File: src/rtl/argmax_top2.sv
// Streaming signed top-2 argmax over a frame of NUM_CLASSES scores.
// Reports best/second score with indices and the unsigned margin between them.
module argmax_top2 #(
  parameter  int DATA_W      = 16,
  parameter  int NUM_CLASSES = 10,
  localparam int IDX_W       = $clog2(NUM_CLASSES)
) (
  input  logic              clk,
  input  logic              reset,
  input  logic              start,
  input  logic [DATA_W-1:0] in_data,
  input  logic              in_valid,
  output logic              in_ready,
  output logic [IDX_W-1:0]  best_idx,
  output logic [DATA_W-1:0] best_val,
  output logic [IDX_W-1:0]  second_idx,
  output logic [DATA_W-1:0] second_val,
  output logic [DATA_W:0]   margin,
  output logic              done,
  output logic              busy,
  output logic              stray_err
);

  typedef enum logic [1:0] {
    S_IDLE,
    S_ACCUM,
    S_DONE
  } state_t;

  localparam logic [DATA_W-1:0] MIN_VAL = {1'b1, {(DATA_W-1){1'b0}}};
  localparam logic [IDX_W-1:0]  LAST    = IDX_W'(NUM_CLASSES - 1);

  state_t                    state_q, state_d;
  logic                      start_q;
  logic [IDX_W-1:0]          cnt_q, cnt_d;
  logic signed [DATA_W-1:0]  best_val_q, best_val_d;
  logic signed [DATA_W-1:0]  second_val_q, second_val_d;
  logic [IDX_W-1:0]          best_idx_q, best_idx_d;
  logic [IDX_W-1:0]          second_idx_q, second_idx_d;
  logic [DATA_W:0]           margin_q, margin_d;
  logic                      stray_q, stray_d;
  logic                      start_pulse;
  logic                      clear;
  logic signed [DATA_W-1:0]  x;

  always_comb begin
    start_pulse  = start & ~start_q;
    x            = $signed(in_data);
    clear        = 1'b0;
    state_d      = state_q;
    cnt_d        = cnt_q;
    best_val_d   = best_val_q;
    best_idx_d   = best_idx_q;
    second_val_d = second_val_q;
    second_idx_d = second_idx_q;
    stray_d      = stray_q;

    unique case (state_q)
      S_IDLE: begin
        if (start_pulse) begin
          state_d = S_ACCUM;
          clear   = 1'b1;
        end
      end
      S_ACCUM: begin
        if (start_pulse) begin
          clear = 1'b1;
        end else if (in_valid) begin
          if (x > best_val_q) begin
            second_val_d = best_val_q;
            second_idx_d = best_idx_q;
            best_val_d   = x;
            best_idx_d   = cnt_q;
          end else if (x > second_val_q) begin
            second_val_d = x;
            second_idx_d = cnt_q;
          end
          cnt_d = cnt_q + IDX_W'(1);
          if (cnt_q == LAST) state_d = S_DONE;
        end
      end
      S_DONE:  state_d = S_IDLE;
      default: state_d = S_IDLE;
    endcase

    if (clear) begin
      cnt_d        = '0;
      best_val_d   = MIN_VAL;
      second_val_d = MIN_VAL;
      best_idx_d   = '0;
      second_idx_d = '0;
      stray_d      = 1'b0;
    end

    // A beat offered while not accepting is recorded even on a start edge
    if (in_valid && state_q != S_ACCUM) stray_d = 1'b1;

    margin_d = {best_val_d[DATA_W-1], best_val_d}
             - {second_val_d[DATA_W-1], second_val_d};
  end

  always_ff @(posedge clk or posedge reset) begin
    if (reset) begin
      state_q      <= S_IDLE;
      start_q      <= 1'b0;
      cnt_q        <= '0;
      best_val_q   <= '0;
      best_idx_q   <= '0;
      second_val_q <= '0;
      second_idx_q <= '0;
      margin_q     <= '0;
      stray_q      <= 1'b0;
    end else begin
      state_q      <= state_d;
      start_q      <= start;
      cnt_q        <= cnt_d;
      best_val_q   <= best_val_d;
      best_idx_q   <= best_idx_d;
      second_val_q <= second_val_d;
      second_idx_q <= second_idx_d;
      margin_q     <= margin_d;
      stray_q      <= stray_d;
    end
  end

  assign in_ready   = (state_q == S_ACCUM);
  assign busy       = (state_q == S_ACCUM);
  assign done       = (state_q == S_DONE);
  assign best_idx   = best_idx_q;
  assign best_val   = best_val_q;
  assign second_idx = second_idx_q;
  assign second_val = second_val_q;
  assign margin     = margin_q;
  assign stray_err  = stray_q;

endmodule

File: config.mk
export PLATFORM = sky130hd
export DESIGN_NAME = argmax_top2
export DESIGN_NICKNAME = d
export VERILOG_FILES = /design/src/rtl/argmax_top2.sv
export SDC_FILE = /design/constraint.sdc
export NUM_CORES = 1
export LEC_CHECK = 0
export ABC_AREA = 1
export BUFFER_PORTS_ARGS = -buffer_cell sky130_fd_sc_hd__buf_4
export CAP_MARGIN = 25
export CORE_ASPECT_RATIO = 1.25
export CORE_MARGIN = 4
export CORE_UTILIZATION = 45
export DETAILED_ROUTE_END_ITERATION = 10
export PLACE_DENSITY_LB_ADDON = 0.15
export SLEW_MARGIN = 20
export SYNTH_ARGS = -nofsm -noshare
export SYNTH_HDL_FRONTEND = slang
export SYNTH_SLANG_ARGS = --single-unit
File: constraint.sdc
create_clock -name clk -period 3 [get_ports clk]
set_input_delay 0.9 -clock clk [delete_from_list [all_inputs] [get_ports clk]]
set_output_delay 0.9 -clock clk [all_outputs]
set_load 0.02 [all_outputs]
==> results by group <==
Synthesis
  – Top cell type's share of synthesized area: 0.336
  – Avg Inst Size Synth: 7.55 um2
  – Post-synth EDFFs: 0
  – Synthesized instance count: 642
  – Seq/Total Area, Yosys: 0.336
  – Ys flop type: dfrtp_1
  – Top-count cell post-synth: nand2_1
  – Mapped cell area: 4850 um2
  – Leading cell types by count after synthesis: nand2_1, inv_1, nor2_1
  – Top area cells in the synthesized netlist: dfrtp_1, ha_1, nand2_1
  – Unique cell type count in the Yosys netlist: 36
  – Synthesis Warnings: 0
  – FFs w/ async S/R, synth: 1.00
  – Syn_nets: 713
  – FF+latch count, synth: 65
  – Leading area contributor after synthesis: dfrtp_1

Cells and area
  – Diodes inserted: 0
  – Layout Nets: 1003
  – Fin util: 0.843
  – Share of cells above drive strength 1: 0.548
  – Design Area, Final: 8900 um2
  – P&R area growth vs syn: 83.7%

GRT
  – GR Util All Layers: 0.298
  – Largest net degree at the start of global routing: 36
  – Initial antenna violation count: 0
  – Total gr overflow: 0
  – Global-route wire length before repair: 28900 um
  – Number of global-route vias before repair: 5852

Timing
  – Final hold vios: 0
  – Skew final: 7.30 ps
  – Min Tclk post-route: 3830 ps
  – Fmax: 261 MHz
  – Setup WS post-layout: -826 ps
  – Setup TNS: -11040 ps
  – Final period utilization: 1.28
  – RSZ-0062 raised after global routing: yes
  – Final Setup Violations: 18
  – Measured slew at the worst slew-check pin: 726 ps
  – Max-Slew Margin vs Limit: 0.515
  – Slew Viols, Final: 0

Floorplan
  – Die width: 101 um
  – Core area: 10600 um2
  – Row count: 42
  – Initial core utilization: 0.459
  – Die height: 124 um
  – I/O pin count: 81
  – Die area: 12500 um2

Clock tree
  – TritonCTS Buffers: 9
  – H-Tree Depth: 3
  – Max clock buf depth: 2
  – Worst-skew pair later-pin latency: 340 ps
  – CTS root buf: clkbuf_16
  – TritonCTS clock tree: built
  – Hold Buf Count CTS: 0
  – # clock sinks: 65
  – CTS clk-pin slew, worst paths: 60 ps

Setup path
  – Critical Path RT: 3230 ps
  – Max stage delay cell, worst path: ha_4
  – Worst Setup Start Kind: input port
  – CP Capture Type: flop
  – R2R Setup Slk: -680 ps
  – Reg2reg path depth: 23
  – CP Buf/Inv Count: 4
  – Crit-path max FO: 7
  – CP top delay family: simple AND/OR/NAND/NOR gates
  – Max stage delay on crit path: 280 ps
  – CP Class: in2reg
  – Critical path cell sequence: buf_6, ha_4, nand2_1, nand2_1, nand3_2, nand2_2, a21oi_4, nand2_2, nand2_4, buf_12, nand4_4, buf_6, nor2_2, nor2_4, ha_4, nand2_4, nor3_4, a21oi_4, o21ai_4, buf_4, nand3_2, nand3_1, nand2_1
  – Cell mode on critical path: nand2_1
  – Reg2reg end: margin[16]$_DFF_PP0_
  – WP data arrival: 4060 ps
  – Worst R2R Start: best_val[9]$_DFF_PP0_

Placed design
  – Post-place instance area: 6880 um2
  – Pre-CTS setup slack: -1280 ps
  – Buffers on Ports: 80
  – Final HPWL DP: 12900 um
  – GP Congestion: 0.913

Routing
  – Vias/cell: 5.76
  – Via count: 6152
  – Routed WL per cell: 21.1 um
  – DRC viols: 0
  – Antenna-violating nets left: 0
  – WL final: 22500 um
  – DRT Pass-1 Iters: 7
  – Initial DRC count: 487

Run status
  – Failing checks: setup timing
  – Status: complete, but fails checks

Run
  – Max_cap viols: 0

Power and ir drop
  – Power per cell area: 1390 nW/um2
  – VDD IR-drop max: 1.14 mV
  – Leakage: 4.43 nW

Min path
  – Hold path start: stray_err$_DFFE_PP0P_
  – Hold depth: 2
  – Hold/Removal Path Class: reg2reg
  – Worst Hold End: stray_err$_DFFE_PP0P_
[routing by layer]
metal	part of all wire	vias up	track usage	routed length, um
met3	0.068	159	0.0487	1520
met1	0.36	2933	0.346	8140
met2	0.50	385	0.537	11200
li1	-	2675	-	-
met5	0	-	0	0
met4	0.074	0	0.123	1670
[cells by family (layout without fill, tap and decap cells)]
kind of cell,count (synthesis),after routing,synth area share
adders and majority gates,51,51,0.133
buffers and inverters,117,411,0.0991
DFF,65,65,0.336
AOI/OAI and AO/OA,90,90,0.106
xor gates and xnor gates,14,14,0.0253
and+or+nand+nor,305,305,0.301
[stage by stage]
stage	cells	hold slack [ps]	total power, W
after floorplan	642	524	0.00499
after global placement	997	476	0.00777
after detailed placement	997	478	0.00786
after CTS	1056	494	0.0105
after global routing	1068	545	0.0130
final	1068	489	0.0124
[state kept, by name (all words and copies together) (netlist names)]
signal and count:
state_q 2, stray_err 1, best_val 16, start_q 1, best_idx 4, margin 17, second_val 16, second_idx 4
cnt_q 4
[layout by cell type, fill, tap and decap left out, types with 12 or more instances in the layout]
cell type / instances
a21oi_2: 25
a21oi_4: 14
buf_4: 246
buf_6: 44
dfrtp_1: 65
ha_1: 12
ha_4: 37
inv_1: 88
nand2_1: 106
nand2_2: 30
nand2_4: 12
nand3_1: 13
nand3_2: 14
nand4_1: 40
nor2_1: 48
nor2_2: 14
o21ai_1: 12
[how the worst max path moves through the flow]
stage / cells past startpoint / from / end / slack, ps
2_1_floorplan: 23 / in_data[9] / margin[14]$_DFF_PP0_ / -610
3_3_place_gp: 23 / in_data[5] / margin[14]$_DFF_PP0_ / -1230
3_5_place_dp: 23 / in_data[5] / margin[14]$_DFF_PP0_ / -1280
4_1_cts: 22 / in_data[7] / margin[14]$_DFF_PP0_ / -510
5_1_grt: 21 / in_data[9] / margin[10]$_DFF_PP0_ / -950
6_report: 23 / in_data[9] / margin[16]$_DFF_PP0_ / -830
[power by group]
part	total (W)	switching, W	internal (W)	leakage, nW
logic	0.00978	0.00513	0.00466	3.47
registers	0.00147	0.000207	0.00127	0.813
clock network	0.00115	0.000409	0.000745	0.153
total	0.0124	0.00574	0.00667	4.43
[layout make-up]
type / instances / area [um2]
Multi-Input combinational cell: 460 / 3940
Timing Repair Buffer: 298 / 2490
Fill cell: 554 / 1660
Sequential cell: 65 / 1630
Inverter: 98 / 370
Clock buffer: 12 / 246
Tap cell: 132 / 165
Clock inverter: 3 / 65.1
[tightest hold or removal path, stage by stage, from the launching register on]
cell     delay (ps)
dfrtp_1         340
nand2_1          50
o21ai_0          60
[repair_timing]
item / 4_1_cts / 5_1_grt
cloned: 0 / 0
endpoints found under the setup margin: 16 / 18
resized for setup: 124 / 140
hold endpoints to repair: 0 / 0
pin swaps: 65 / 79
setup buffers: 44 / 21
Note: power is estimated with default switching activity, not from simulation.
